--- config.mk ---
export PLATFORM = sky130hd
export DESIGN_NAME = plpa_run_sequencer
export DESIGN_NICKNAME = d
export VERILOG_FILES = /design/src/rtl/plpa_run_sequencer.sv
export SDC_FILE = /design/constraint.sdc
export NUM_CORES = 1
export LEC_CHECK = 0
export BUFFER_PORTS_ARGS = -buffer_cell sky130_fd_sc_hd__buf_4
export CORE_UTILIZATION = 59
export DETAILED_ROUTE_END_ITERATION = 8
export PLACE_DENSITY = 0.92
export SYNTH_ARGS = -nofsm -noshare
export SYNTH_HDL_FRONTEND = slang
export SYNTH_SLANG_ARGS = --single-unit
export TNS_END_PERCENT = 100
--- constraint.sdc ---
create_clock -name clk -period 7.6 [get_ports clk]
set_clock_uncertainty 0.1 [all_clocks]
set_input_delay 2.28 -clock clk [delete_from_list [all_inputs] [get_ports clk]]
set_output_delay 2.28 -clock clk [all_outputs]
set_load 0.05 [all_outputs]
--- src/rtl/plpa_run_sequencer.sv ---
// plpa_run_sequencer: issues a job of cfg_runs runs of cfg_len beats to a PE array while bounding runs in flight.
// Define PLPA_SEQ_PERF_EN to build the perf_stall_cnt stall counter; otherwise it is tied to zero.
module plpa_run_sequencer #(
    parameter int LEN_WIDTH       = 16,
    parameter int MAX_OUTSTANDING = 4
) (
    input  logic                 clk,
    input  logic                 rst,
    input  logic                 cfg_valid,
    output logic                 cfg_ready,
    input  logic [LEN_WIDTH-1:0] cfg_len,
    input  logic [LEN_WIDTH-1:0] cfg_runs,
    output logic                 iss_valid,
    input  logic                 iss_ready,
    output logic                 iss_last,
    output logic                 iss_job_last,
    input  logic                 res_valid,
    input  logic                 res_ready,
    input  logic                 res_last,
    input  logic                 err_unalligned_data,
    input  logic                 core_rst,
    output logic                 busy,
    output logic                 done,
    output logic                 err_abort,
    output logic                 err_spurious,
    output logic [31:0]          perf_stall_cnt
);

    typedef enum logic [2:0] {S_IDLE, S_ISSUE, S_DRAIN, S_DONE, S_ABORT} state_t;

    localparam int            OW      = 8;
    localparam logic [OW-1:0] MAX_OUT = OW'(MAX_OUTSTANDING);

    state_t               state, state_nxt;
    logic [LEN_WIDTH-1:0] len_q, runs_q, beat_cnt, run_cnt;
    logic [OW-1:0]        outstanding;

    logic cfg_fire, cfg_empty, iss_fire, run_issued, res_fire, fault, at_limit, abort_enter;

    assign cfg_fire    = cfg_valid & cfg_ready;
    assign cfg_empty   = (cfg_len == '0) | (cfg_runs == '0);
    assign iss_fire    = iss_valid & iss_ready;
    assign run_issued  = iss_fire & iss_last;
    assign res_fire    = res_valid & res_ready & res_last;
    assign fault       = err_unalligned_data | core_rst;
    assign at_limit    = (outstanding == MAX_OUT);
    assign abort_enter = fault & ((state == S_ISSUE) | (state == S_DRAIN));

    // NOTE: asynchronous active-low reset lets the sequencer drop a job the instant rst falls.
    always_ff @(posedge clk or negedge rst) begin
        if (!rst) begin
            state <= S_IDLE;
        end else begin
            // NOTE: non-blocking assignments keep every register sampling pre-edge values.
            state <= state_nxt;
        end
    end

    // NOTE: every comb output gets a default first so no path infers a latch.
    always_comb begin
        state_nxt = state;
        unique case (state)
            S_IDLE:  if (cfg_fire) state_nxt = cfg_empty ? S_DONE : S_ISSUE;
            S_ISSUE: begin
                if (fault)                         state_nxt = S_ABORT;
                else if (iss_fire && iss_job_last) state_nxt = S_DRAIN;
            end
            S_DRAIN: begin
                if (fault)                    state_nxt = S_ABORT;
                else if (outstanding == '0)   state_nxt = S_DONE;
            end
            S_DONE:  state_nxt = S_IDLE;
            S_ABORT: if (!fault) state_nxt = S_IDLE;
            default: state_nxt = S_IDLE;
        endcase
    end

    // iss_valid depends only on registered state, never on iss_ready.
    always_comb begin
        cfg_ready    = 1'b0;
        iss_valid    = 1'b0;
        busy         = 1'b0;
        done         = 1'b0;
        unique case (state)
            S_IDLE:           cfg_ready = 1'b1;
            S_ISSUE: begin
                busy      = 1'b1;
                iss_valid = ~at_limit;
            end
            S_DRAIN, S_ABORT: busy = 1'b1;
            S_DONE:           done = 1'b1;
            default:          cfg_ready = 1'b0;
        endcase
        iss_last     = iss_valid & (beat_cnt == len_q - LEN_WIDTH'(1));
        iss_job_last = iss_last & (run_cnt == runs_q - LEN_WIDTH'(1));
    end

    always_ff @(posedge clk or negedge rst) begin
        if (!rst) begin
            len_q    <= '0;
            runs_q   <= '0;
            beat_cnt <= '0;
            run_cnt  <= '0;
        end else if (cfg_fire) begin
            len_q    <= cfg_len;
            runs_q   <= cfg_runs;
            beat_cnt <= '0;
            run_cnt  <= '0;
        end else if (iss_fire) begin
            beat_cnt <= iss_last ? '0 : beat_cnt + LEN_WIDTH'(1);
            if (iss_last) run_cnt <= run_cnt + LEN_WIDTH'(1);
        end
    end

    // A run retiring on the same edge one is issued leaves the in-flight count unchanged.
    always_ff @(posedge clk or negedge rst) begin
        if (!rst) begin
            outstanding <= '0;
        end else if (abort_enter) begin
            outstanding <= '0;
        end else if (run_issued && !res_fire) begin
            outstanding <= outstanding + OW'(1);
        end else if (res_fire && !run_issued && outstanding != '0) begin
            outstanding <= outstanding - OW'(1);
        end
    end

    always_ff @(posedge clk or negedge rst) begin
        if (!rst) begin
            err_abort    <= 1'b0;
            err_spurious <= 1'b0;
        end else if (cfg_fire) begin
            err_abort    <= 1'b0;
            err_spurious <= 1'b0;
        end else begin
            if (abort_enter) err_abort <= 1'b1;
            if (res_fire && !run_issued && outstanding == '0) err_spurious <= 1'b1;
        end
    end

`ifdef PLPA_SEQ_PERF_EN
    logic [31:0] stall_cnt;
    logic        stall;

    assign stall = (state == S_ISSUE) & ((iss_valid & ~iss_ready) | at_limit);

    always_ff @(posedge clk or negedge rst) begin
        if (!rst) begin
            stall_cnt <= '0;
        end else if (cfg_fire) begin
            stall_cnt <= '0;
        end else if (stall && stall_cnt != '1) begin
            stall_cnt <= stall_cnt + 32'd1;
        end
    end

    assign perf_stall_cnt = stall_cnt;
`else
    assign perf_stall_cnt = '0;
`endif

endmodule

* Word-level counts from Yosys, hierarchy flattened
Index checks and enable logic that the tools add are counted.
Operators by class: equality and inequality tests 11, reduce and logical (&&, ||, !) cells 20, bitwise gates (word level) 12, add/subtract/negate cells 6, muxes and demuxes 25
Operators with widths (number):
- 16-bit two-way mux | 6
- 16-bit by 1-bit adder with 16-bit output, second input constant | 2
- 16-bit == test | 2
- 16-bit logical NOT | 2
- 16-bit by 1-bit subtractor with 16-bit output, second input constant | 2
- 8-bit two-way mux | 3
- 3-bit two-way mux | 6
- 3-bit one-hot mux with 4 select lines | 1
- 8-bit by 1-bit adder with 8-bit output, second input constant | 1
- 1-bit AND | 8
- 8-bit by 3-bit == test with 1-bit output, second input constant | 1
- 8-bit logical NOT | 1
- 1-bit two-way mux | 8
- 2-bit nonzero test | 4
- 8-bit nonzero test | 1
- 8-bit by 1-bit subtractor with 8-bit output, second input constant | 1
- 3-bit by 2-bit == test with 1-bit output, second input constant | 2
- 3-bit by 2-bit inequality test with 1-bit output, second input constant | 2
- 1-bit logical AND | 5
- 2-bit inequality test, second input constant | 2
- 4-bit AND reduction | 1
- 3-bit by 1-bit == test with 1-bit output, second input constant | 1
- 3-bit == test, second input constant | 1
- 3-bit logical NOT | 1
- other kinds (7) | 10
Storage, ports and cells: input bits 41, register bits after elaboration 77, word-level logic and storage cells 82

* Depth between registers and ports, before layout
Gate-level depths: netlist (run 1).
depth after elaboration 11, gate-level depth with buffers 17

* Worst setup path after synthesis (run 1)
OpenSTA, ideal clock, no wires.
path type flip-flop to output port, start register state[1], end output iss_job_last, data arrival time 4.131 ns, path slack 1.089 ns, stages on the path, launching flop included 10, cell sequence dfrtp_1 -> clkbuf_1 -> or3b_2 -> a31oi_1 -> o21ai_0 -> or4_1 -> nor4_1 -> buf_2 -> buf_2 -> and3_1
On the way: cells in the longest elaborated chain, start to end 4
Ends and longest elaborated chain:
- start, declared | RTL line 34 | state_t state, state_nxt;
- start signal, assigned | RTL line 55 | state <= state_nxt;
- 3-bit by 1-bit == test with 1-bit output | RTL line 84 | unique case (state)
- 1-bit two-way mux | RTL line 84
- net iss_valid | RTL line 13 | output logic iss_valid,
- 1-bit AND | RTL line 94 | iss_last = iss_valid & (beat_cnt == len_q - LEN_WIDTH'(1));
- net iss_last | RTL line 15 | output logic iss_last,
- 1-bit AND | RTL line 95 | iss_job_last = iss_last & (run_cnt == runs_q - LEN_WIDTH'(1));
- end, declared | RTL line 16 | output logic iss_job_last,
The timed path passes the listed nets, and every way through them passes these cells.

* Worst setup path after layout (run 1)
start register runs_q[0], end output iss_job_last
On the way: cells in the longest elaborated chain, start to end 3
Ends and longest elaborated chain:
- start, declared | RTL line 35 | logic [LEN_WIDTH-1:0] len_q, runs_q, beat_cnt, run_cnt;
- start signal, assigned | RTL line 106 | runs_q <= cfg_runs;
- 16-bit by 1-bit subtractor with 16-bit output | RTL line 95
- 16-bit == test | RTL line 95
- 1-bit AND | RTL line 95
Every way passes these cells.

==> impl_metrics.yaml, run 1 <==
cts:
  clk_latency_ps: 360
  cts_setup_buffers: 0
  clkTransAtPathRegs_ps: 70
  cts_tree: "built"
  cts_buffer_depth: 2
  clock-sinks: 77
  root_buffer: "clkbuf_8"
  cts_buffers: 9
  ctsHtreeMaxLevel: 3
  hold_buffers: 0
  postCtsResizedCells: 0
run:
  cap_violations: 0
setup_path:
  crit_chain: "inv_1 > ha_1 > or4b_2 > o22ai_1 > nand2_1 > or4_1 > nor4_1 > and3_1 > buf_4"
  crit_buf_inv: 2
  criticalPathCategory: "flip-flop to primary output"
  cp_slowest_cell: "or4b_2"
  worst_path_dominant_cell_family: "simple AND/OR/NAND/NOR gates"
  critPathCaptureType: "primary output"
  cp_max_fo: 7
  cp_slowest_stage_delay_ps: 720
  critPathLaunchType: "flip-flop"
  required_ps: 5220
  crit_arrival_ps: 3520
synth:
  yosysUniqueCellTypes: 65
  synth_area_leader_cell: "dfrtp_1"
  synth_common_cells: "nand2_1 (122), dfrtp_1 (77), buf_4 (32)"
  yosysWarnings: 0
  ys_seq_elements: 77
  async_flop_share: 1.00
  synth-edff-count: 0
  yosysMostFrequentCell: "nand2_1"
  synth_top_area_share: 0.348
  yosysSeqAreaShare: 0.348
  synthCells: 665
  syn-cell-area_mm2: 0.00554
  synth.avg_cell_area_um2: 8.34
  ys.flop_type: "dfrtp_1"
  yosys-top-cells-area: "dfrtp_1 (35%), nand2_1 (8.3%), buf_4 (4.3%)"
place:
  place_ws_ps: 2100
  placed_cells: 800
  place_hpwl_um: 9700
  routabilityCongestion: 0.911
  place.port_buffers: 48
timing:
  worst_slack_ps: 1700
  tns_ps: 0
  worstMarginPinSlew_ps: 1010
  max_freq_ghz: 0.170
  final_max_slew_viol_count: 0
  finalHoldViolCount: 0
  post-route-min-period_ps: 5900
  grt_setup_unrepaired: "no"
  finalSetupViolations: 0
  slew_headroom: 0.308
  final.period_utilization: 0.776
global_routing:
  grt_pass1_vias: 4812
  grt_usage: 0.286
  overflow: 0
  antenna_found_initial: 0
  grt_max_degree: 78
  grt_pass1_wl_um: 22400
floorplanning:
  io_pins: 81
  fp.coreArea_mm2: 0.00915
  die_w_um: 98.9
  initial_core_util: 0.606
  dieArea_mm2: 0.00979
  die_h_um: 98.9
  rows: 35
final_layout:
  fillers: 755
  nets: 752
  antenna-diode-count: 0
  fin_cells: 815
  areaGrowthSynthToFinish_pct: 8.58
  fin_util: 0.658
  drive_gt1_frac: 0.111
drt:
  route.detailed.drc: 0
  firstDrtPassIters: 4
  drtIter0Drc: 266
  vias: 4953
  route.detailed.wl_per_inst_um: 16.1
  vias_per_cell: 6.08
  drtAntennaViolNets: 0
  finalWirelength_um: 13100
pwr:
  p_leak_nw: 2.86
  vdd_ir_drop_max_v: 0.000219
  power_density_mw_per_mm2: 356
status:
  status: "finished clean"
hold_path:
  min_path_type: "flip-flop to flip-flop"
[flip-flops by register name (all words and copies together) (netlist names)]
| register | flops |
|---|---|
| err_abort | 1 |
| runs_q | 16 |
| beat_cnt | 16 |
| err_spurious | 1 |
| outstanding | 8 |
| len_q | 16 |
| state | 3 |
| run_cnt | 16 |
[power by group]
group          internal (mW)  total (mW)  switching, mW
clock                  0.150       0.299          0.149
combinational          0.441        1.12          0.681
sequential             0.537       0.721          0.184
total                   1.13        2.14           1.01
[area by class of cell]
class / instances / area (um^2) / area share
Multi-Input combinational cell: 542 / 3330 / 0.552
Sequential cell: 77 / 1930 / 0.320
Timing Repair Buffer: 51 / 383 / 0.0636
Clock buffer: 13 / 139 / 0.0231
Tap cell: 111 / 139 / 0.0231
Inverter: 19 / 71.3 / 0.0118
Clock inverter: 2 / 35.0 / 0.00582
[through the flow]
step	cell area (um^2)	hold slack (ps)	power, mW
finish	6020	407	2.14
global route	6020	422	2.32
CTS	6020	406	2.14
detailed placement	5850	391	1.84
global placement	5850	381	1.78
floorplan	5660	365	1.58
[kinds of logic after synthesis]
kind of cell,count (synthesis),share of synthesized area
flops,77,0.348
buf+inv,77,0.0749
other cells,1,0.000676
compound gates,116,0.146
mux,23,0.0422
simple gates,315,0.292
xor+xnor,45,0.0711
fa+ha+maj,11,0.0262
[final timing paths]
kind	start	to	slack [ps]	cells past startpoint
max	runs_q[0]$_DFFE_PN0P_	iss_job_last	1700	9
min	runs_q[15]$_DFFE_PN0P_	runs_q[15]$_DFFE_PN0P_	410	2
max reg2reg	len_q[2]$_DFFE_PN0P_	outstanding[7]$_DFFE_PN0P_	2470	14
min reg2reg	runs_q[15]$_DFFE_PN0P_	runs_q[15]$_DFFE_PN0P_	410	2
max in group asynchronous	rst	len_q[6]$_DFFE_PN0P_	4780	1
min in group asynchronous	rst	runs_q[3]$_DFFE_PN0P_	1960	1
[per-layer routing]
layer,share of wire,routed length [um],GRT usage
met1,0.43,5620,0.336
met2,0.51,6710,0.506
met3,0.035,461,0.0574
met4,0.027,354,0.127
met5,0,0,0
[worst register-to-register path, cell delays in order (launching register included)]
cell and delay [ps]:
dfrtp_1 450, nor4_1 790, nand2_1 200, o31ai_1 440, nand3_1 220, nor3_1 260
nand4_1 360, ha_1 420, a21o_1 170, a21oi_1 250, o21ai_0 180, a2111oi_0 680
nor4_1 120, mux2i_1 210, mux2i_1 200
[placed cells by master, fill, tap and decap left out, types with 9 or more instances in the layout]
cell | synthesis | final
nand2_1 | 122 | 122
o21ai_0 | 25 | 25
nor4_1 | 21 | 20
xor2_1 | 21 | 21
conb_1 | 1 | 32
dfrtp_1 | 77 | 77
o21a_1 | 9 | 9
inv_1 | 19 | 19
mux2i_1 | 20 | 20
nand2b_1 | 17 | 17
clkbuf_8 | 0 | 9
nor2_1 | 27 | 27
and3_1 | 18 | 18
nand4_1 | 17 | 17
nor2b_1 | 9 | 9
nor3_1 | 23 | 23
a21oi_1 | 20 | 20
nand3_1 | 16 | 16
ha_1 | 10 | 10
buf_4 | 32 | 51
or3_1 | 11 | 11
xnor2_1 | 24 | 24
Note: power is estimated with default switching activity, not from simulation.
==> inputs of run 2 (changes only) <==
- ABC_AREA: not set -> 1
- clock period: 7.6 -> 5.9 ns (I/O delays scaled with it)
==> run 2 against run 1 <==
Routed wire length increased by 3.6%. Design area increased by 5.8%. Non-clock buffer count decreased by 2. Hold slack got worse by 7.1 ps. Die area increased by 4.1%. First-iteration DRC count increased by 15%. Power increased by 30%.
==> impl_metrics.yaml, run 2 <==
place:
  place.port_buffers: 48
  place_hpwl_um: 9950
  dpl_cell_area_mm2: 0.00613
  routabilityCongestion: 0.901
  place_ws_ps: 1310
final_layout:
  final_common_cell: "nand2_1"
  final_area_mm2: 0.00637
  drive_gt1_frac: 0.125
  fillers: 808
  antenna-diode-count: 0
  nets: 925
  areaGrowthSynthToFinish_pct: 10.2
  fin_util: 0.679
  final_cell_mix: "nand2_1 (215), inv_1 (96), nor2_1 (92)"
global_routing:
  overflow: 0
  grt_max_degree: 78
  grt_usage: 0.289
  grt_pass1_wl_um: 23100
  grt_pass1_vias: 5084
  antenna_found_initial: 0
pwr:
  power_density_mw_per_mm2: 437
  vdd_ir_drop_max_v: 0.000246
  p_leak_nw: 3.14
setup_path:
  r2r_cells: 23
  r2r_setup_slack_ps: 1770
  criticalPathCategory: "flip-flop to primary output"
  critPathCaptureType: "primary output"
  crit_chain: "inv_1 > ha_1 > nand3_4 > nor2_2 > nand2_1 > nand2_1 > nand3_1 > nor2_4 > nand3_2 > inv_1 > nand3_1 > nor3_1 > buf_4"
  reg2reg_to: "outstanding[7]$_DFFE_PN0P_"
  r2r_start: "len_q[0]$_DFFE_PN0P_"
  worst_path_dominant_cell_family: "simple AND/OR/NAND/NOR gates"
  crit_buf_inv: 3
  crit_start: "len_q[0]$_DFFE_PN0P_"
  crit_arrival_ps: 2900
  required_ps: 4030
  cp.depth: 13
  cp_slowest_cell: "dfrtp_1"
  critPathLaunchType: "flip-flop"
  cp_max_fo: 6
  cp_slowest_stage_delay_ps: 400
cts:
  clk_latency_ps: 370
  cts_buffers: 9
  postCtsResizedCells: 0
  cts_buffer_depth: 2
  cts_setup_buffers: 0
  root_buffer: "clkbuf_8"
  cts_tree: "built"
  ctsHtreeMaxLevel: 3
  clkTransAtPathRegs_ps: 90
  clock-sinks: 77
  hold_buffers: 0
synth:
  ys_seq_elements: 77
  yosysSeqAreaShare: 0.334
  synth_top_area_share: 0.334
  yosysMostFrequentCell: "nand2_1"
  ys.flop_type: "dfrtp_1"
  synth_common_cells: "nand2_1 (215), inv_1 (96), nor2_1 (93)"
  synth-edff-count: 0
  synth.avg_cell_area_um2: 6.99
  synth_area_leader_cell: "dfrtp_1"
  yosysWarnings: 0
  yosysUniqueCellTypes: 48
  yosys-top-cells-area: "dfrtp_1 (33%), nand2_1 (14%), inv_1 (6.2%)"
  synthCells: 826
  syn-cell-area_mm2: 0.00578
  async_flop_share: 1.00
drt:
  route.detailed.drc: 0
  finalWirelength_um: 13600
  drtIter0Drc: 306
  vias_per_cell: 5.41
  wl_met2_um: 6620
  vias: 5448
  wl_met1_um: 5980
  route.detailed.wl_per_inst_um: 13.5
  drtAntennaViolNets: 0
  firstDrtPassIters: 5
  routed.top_layer: "met4"
  wl_met3_um: 753
timing:
  worstMarginPinSlew_ps: 987
  finalHoldViolCount: 0
  final.period_utilization: 0.808
  post-route-min-period_ps: 4770
  tns_ps: 0
  slew_headroom: 0.342
  worst_slack_ps: 1130
  finalSetupViolations: 0
  grt_setup_unrepaired: "no"
  final_max_slew_viol_count: 0
  max_freq_ghz: 0.210
run:
  cap_violations: 0
hold_path:
  worstHoldStart: "runs_q[15]$_DFFE_PN0P_"
  hold_end: "runs_q[15]$_DFFE_PN0P_"
  min_path_type: "flip-flop to flip-flop"
  holdPathStages: 2
floorplanning:
  die_w_um: 101
  die_h_um: 101
  rows: 35
  initial_core_util: 0.616
  dieArea_mm2: 0.0102
  io_pins: 81
  fp.coreArea_mm2: 0.00937
status:
  status: "finished clean"
run 2: changes by cell type in the layout (fill, tap and decap cells not counted), moves of 11 or more:
cell,delta
nand2_1,+93
inv_1,+77
nor2_1,+65
nand3_1,+35
mux2i_1,-20
and3_1,-18
nand2b_1,-17
o21ai_0,+17
nand4_1,+11
nor4_1,-11
or3_1,-11
xnor2_1,-11
run 2: final cells by class:
class,count,area (um^2),share of cell area
inverter,104,390,0.0613
clock buffer,10,128,0.0200
sequential,77,1930,0.303
timing repair buffer,49,368,0.0578
clock inverter,6,111,0.0175
multi-input combinational,632,3280,0.515
tap,129,161,0.0254
run 2: layer usage:
metal,GRT usage,vias up
li1,-,2700
met1,0.362,2551
met2,0.498,178
met3,0.0576,19
met4,0.0948,0
met5,0,-
run 2: worst max path at each step:
stage                                       endpoint  slack (ps)
after floorplan                         iss_job_last         530
after global placement    outstanding[7]$_DFFE_PN0P_        1400
after detailed placement  outstanding[7]$_DFFE_PN0P_        1310
after CTS                               iss_job_last        1150
after global routing                    iss_job_last         900
final                                   iss_job_last        1130
run 2: logic make-up (layout without fill, tap and decap cells):
logic type | after synthesis | count (layout) | share of synthesized area
flops | 77 | 77 | 0.334
other cells | 1 | 32 | 0.000649
simple gates | 463 | 463 | 0.374
xor+xnor | 42 | 42 | 0.0637
fa+ha+maj | 11 | 11 | 0.0251
compound gates | 84 | 84 | 0.0827
buf+inv | 148 | 169 | 0.120
run 2: worst min-delay path: stages (launching register included):
cell	delay, ps
dfrtp_1	360
nand2_1	60
nand2_1	50
run 2: report_power, final:
group | internal, mW | leakage, nW | switching [mW] | total (mW)
Sequential | 0.673 | 1.01 | 0.163 | 0.836
Combinational | 0.477 | 2.01 | 0.986 | 1.46
Clock | 0.281 | 0.116 | 0.203 | 0.484
Total | 1.43 | 3.14 | 1.35 | 2.78
run 2: stage by stage:
step | total power [mW] | hold WS, ps | cells
2_1_floorplan | 1.98 | 361 | 857
5_1_grt | 3.02 | 413 | 1007
4_1_cts | 2.78 | 402 | 1007
6_report | 2.78 | 399 | 1007
3_3_place_gp | 2.24 | 380 | 991
3_5_place_dp | 2.28 | 383 | 991
==> inputs of run 3 (changes only) <==
- CORE_UTILIZATION: 59 -> 53
- PLACE_DENSITY: 0.92 -> 0.88
- clock period: 5.9 -> 4.04 ns (I/O delays scaled with it)
==> run 3 against run 2 <==
Power is 44% higher. Clock-buffer cell count unchanged. First-iteration DRC count grew 33%. Sequential power rose by 47%. Non-clock buffer count increased by 5. Routed wire length shrank 1.0%. Via count fell by 0.61%. Sequential cell count unchanged. Combinational power grew 50%. Design area up 0.88%. Critical endpoint unchanged.
==> impl_metrics.yaml, run 3 (synthesized netlist as in run 2, its figures left out) <==
place:
  dpl_cell_area_mm2: 0.00616
  routabilityCongestion: 0.916
  place.port_buffers: 48
  place_hpwl_um: 9930
  placed_cells: 1000
  place_ws_ps: 308
drt:
  wl_met2_um: 6480
  route.detailed.drc: 0
  routed.top_layer: "met4"
  drtAntennaViolNets: 0
  vias_per_cell: 5.31
  vias: 5415
  wl_met1_um: 5860
  firstDrtPassIters: 6
  wl_met3_um: 717
  drtIter0Drc: 408
  finalWirelength_um: 13500
  route.detailed.wl_per_inst_um: 13.2
pwr:
  vdd_ir_drop_max_v: 0.000355
  power_density_mw_per_mm2: 623
  p_leak_nw: 3.15
floorplanning:
  dieArea_mm2: 0.0113
  fp.coreArea_mm2: 0.0105
  die_h_um: 106
  io_pins: 81
  die_w_um: 106
  rows: 37
  initial_core_util: 0.552
timing:
  max_freq_ghz: 0.257
  worstMarginPinSlew_ps: 986
  final_max_slew_viol_count: 0
  finalSetupViolations: 0
  final.period_utilization: 0.963
  finalHoldViolCount: 0
  slew_headroom: 0.342
  post-route-min-period_ps: 3890
  worst_slack_ps: 148
hold_path:
  hold_end: "runs_q[15]$_DFFE_PN0P_"
  worstHoldStart: "runs_q[15]$_DFFE_PN0P_"
  min_path_type: "flip-flop to flip-flop"
  holdPathStages: 2
final_layout:
  drive_gt1_frac: 0.142
  fillers: 927
  final_common_cell: "nand2_1"
  fin_cells: 1019
  antenna-diode-count: 0
  final_cell_mix: "nand2_1 (215), inv_1 (92), nor2_1 (89)"
  final_area_mm2: 0.00642
  areaGrowthSynthToFinish_pct: 11.2
  nets: 930
setup_path:
  critPathLaunchType: "flip-flop"
  r2r_cells: 22
  required_ps: 2730
  r2r_setup_slack_ps: 590
  cp_max_fo: 6
  r2r_start: "len_q[0]$_DFFE_PN0P_"
  criticalPathCategory: "flip-flop to primary output"
  crit_arrival_ps: 2580
  reg2reg_to: "outstanding[7]$_DFFE_PN0P_"
  critPathCaptureType: "primary output"
cts:
  cts_buffer_depth: 2
  clock-sinks: 77
  root_buffer: "clkbuf_8"
  clk_latency_ps: 370
  cts_tree: "built"
  clkTransAtPathRegs_ps: 80
  ctsHtreeMaxLevel: 3
  cts_buffers: 9
global_routing:
  grt_usage: 0.252
  grt_pass1_vias: 5141
  grt_max_degree: 78
  overflow: 0
  antenna_found_initial: 0
  grt_pass1_wl_um: 22500
run:
  cap_violations: 0
status:
  status: "finished clean"
-- run 3: stage by stage --
step                hold slack, ps   util  setup TNS [ps]  power [mW]
global placement               377  0.589               0        3.28
floorplan                      361      -               0        2.89
global route                   449  0.614           -14.4        4.36
finish                         408  0.614               0        4.00
CTS                            409  0.609               0        3.95
detailed placement             390  0.589               0        3.34
-- run 3: layer usage --
| layer | up-vias | track usage |
|---|---|---|
| met3 | 38 | 0.0478 |
| li1 | 2715 | - |
| met2 | 163 | 0.429 |
| met5 | - | 0 |
| met4 | 0 | 0.122 |
| met1 | 2499 | 0.304 |
-- run 3: worst max-delay path by stage --
stage / start / to / cells past startpoint / slack [ps]
after global placement: len_q[0]$_DFFE_PN0P_ / iss_job_last / 13 / 370
after CTS: runs_q[0]$_DFFE_PN0P_ / iss_job_last / 13 / 30
after detailed placement: len_q[0]$_DFFE_PN0P_ / iss_job_last / 13 / 310
final: len_q[0]$_DFFE_PN0P_ / iss_job_last / 13 / 150
after floorplan: state[2]$_DFFE_PN0P_ / iss_job_last / 11 / 20
after global routing: len_q[0]$_DFFE_PN0P_ / iss_job_last / 16 / -10
-- run 3: timing repair --
item	CTS	global route
setup endpoints to repair	1	1
setup buffers	0	3
hold buffers	0	0
resized for setup	5	9
pin swaps	0	3
-- run 3: cell type report --
cell class / count / area (um^2) / share of cell area
Multi-Input combinational cell: 632 / 3330 / 0.519
Clock inverter: 6 / 63.8 / 0.00994
Timing Repair Buffer: 54 / 409 / 0.0637
Sequential cell: 77 / 1930 / 0.300
Clock buffer: 10 / 128 / 0.0199
Inverter: 104 / 393 / 0.0612
Tap cell: 136 / 170 / 0.0265
-- run 3: worst max-delay path, cell delays in order (launching register included) --
cell,delay (ps)
dfrtp_1,410
inv_2,110
ha_4,170
nand3_4,140
nor2_4,190
nand3b_1,90
nand2_1,80
nand2_1,60
nor2_2,240
nand3_4,150
inv_4,90
nand3_1,110
nor3_4,200
buf_6,180
-- run 3: where the power goes --
part / switching (mW) / total (mW) / leakage, nW / internal [mW]
registers: 0.250 / 1.23 / 1.01 / 0.982
clock network: 0.298 / 0.582 / 0.0923 / 0.284
logic: 1.45 / 2.19 / 2.04 / 0.735
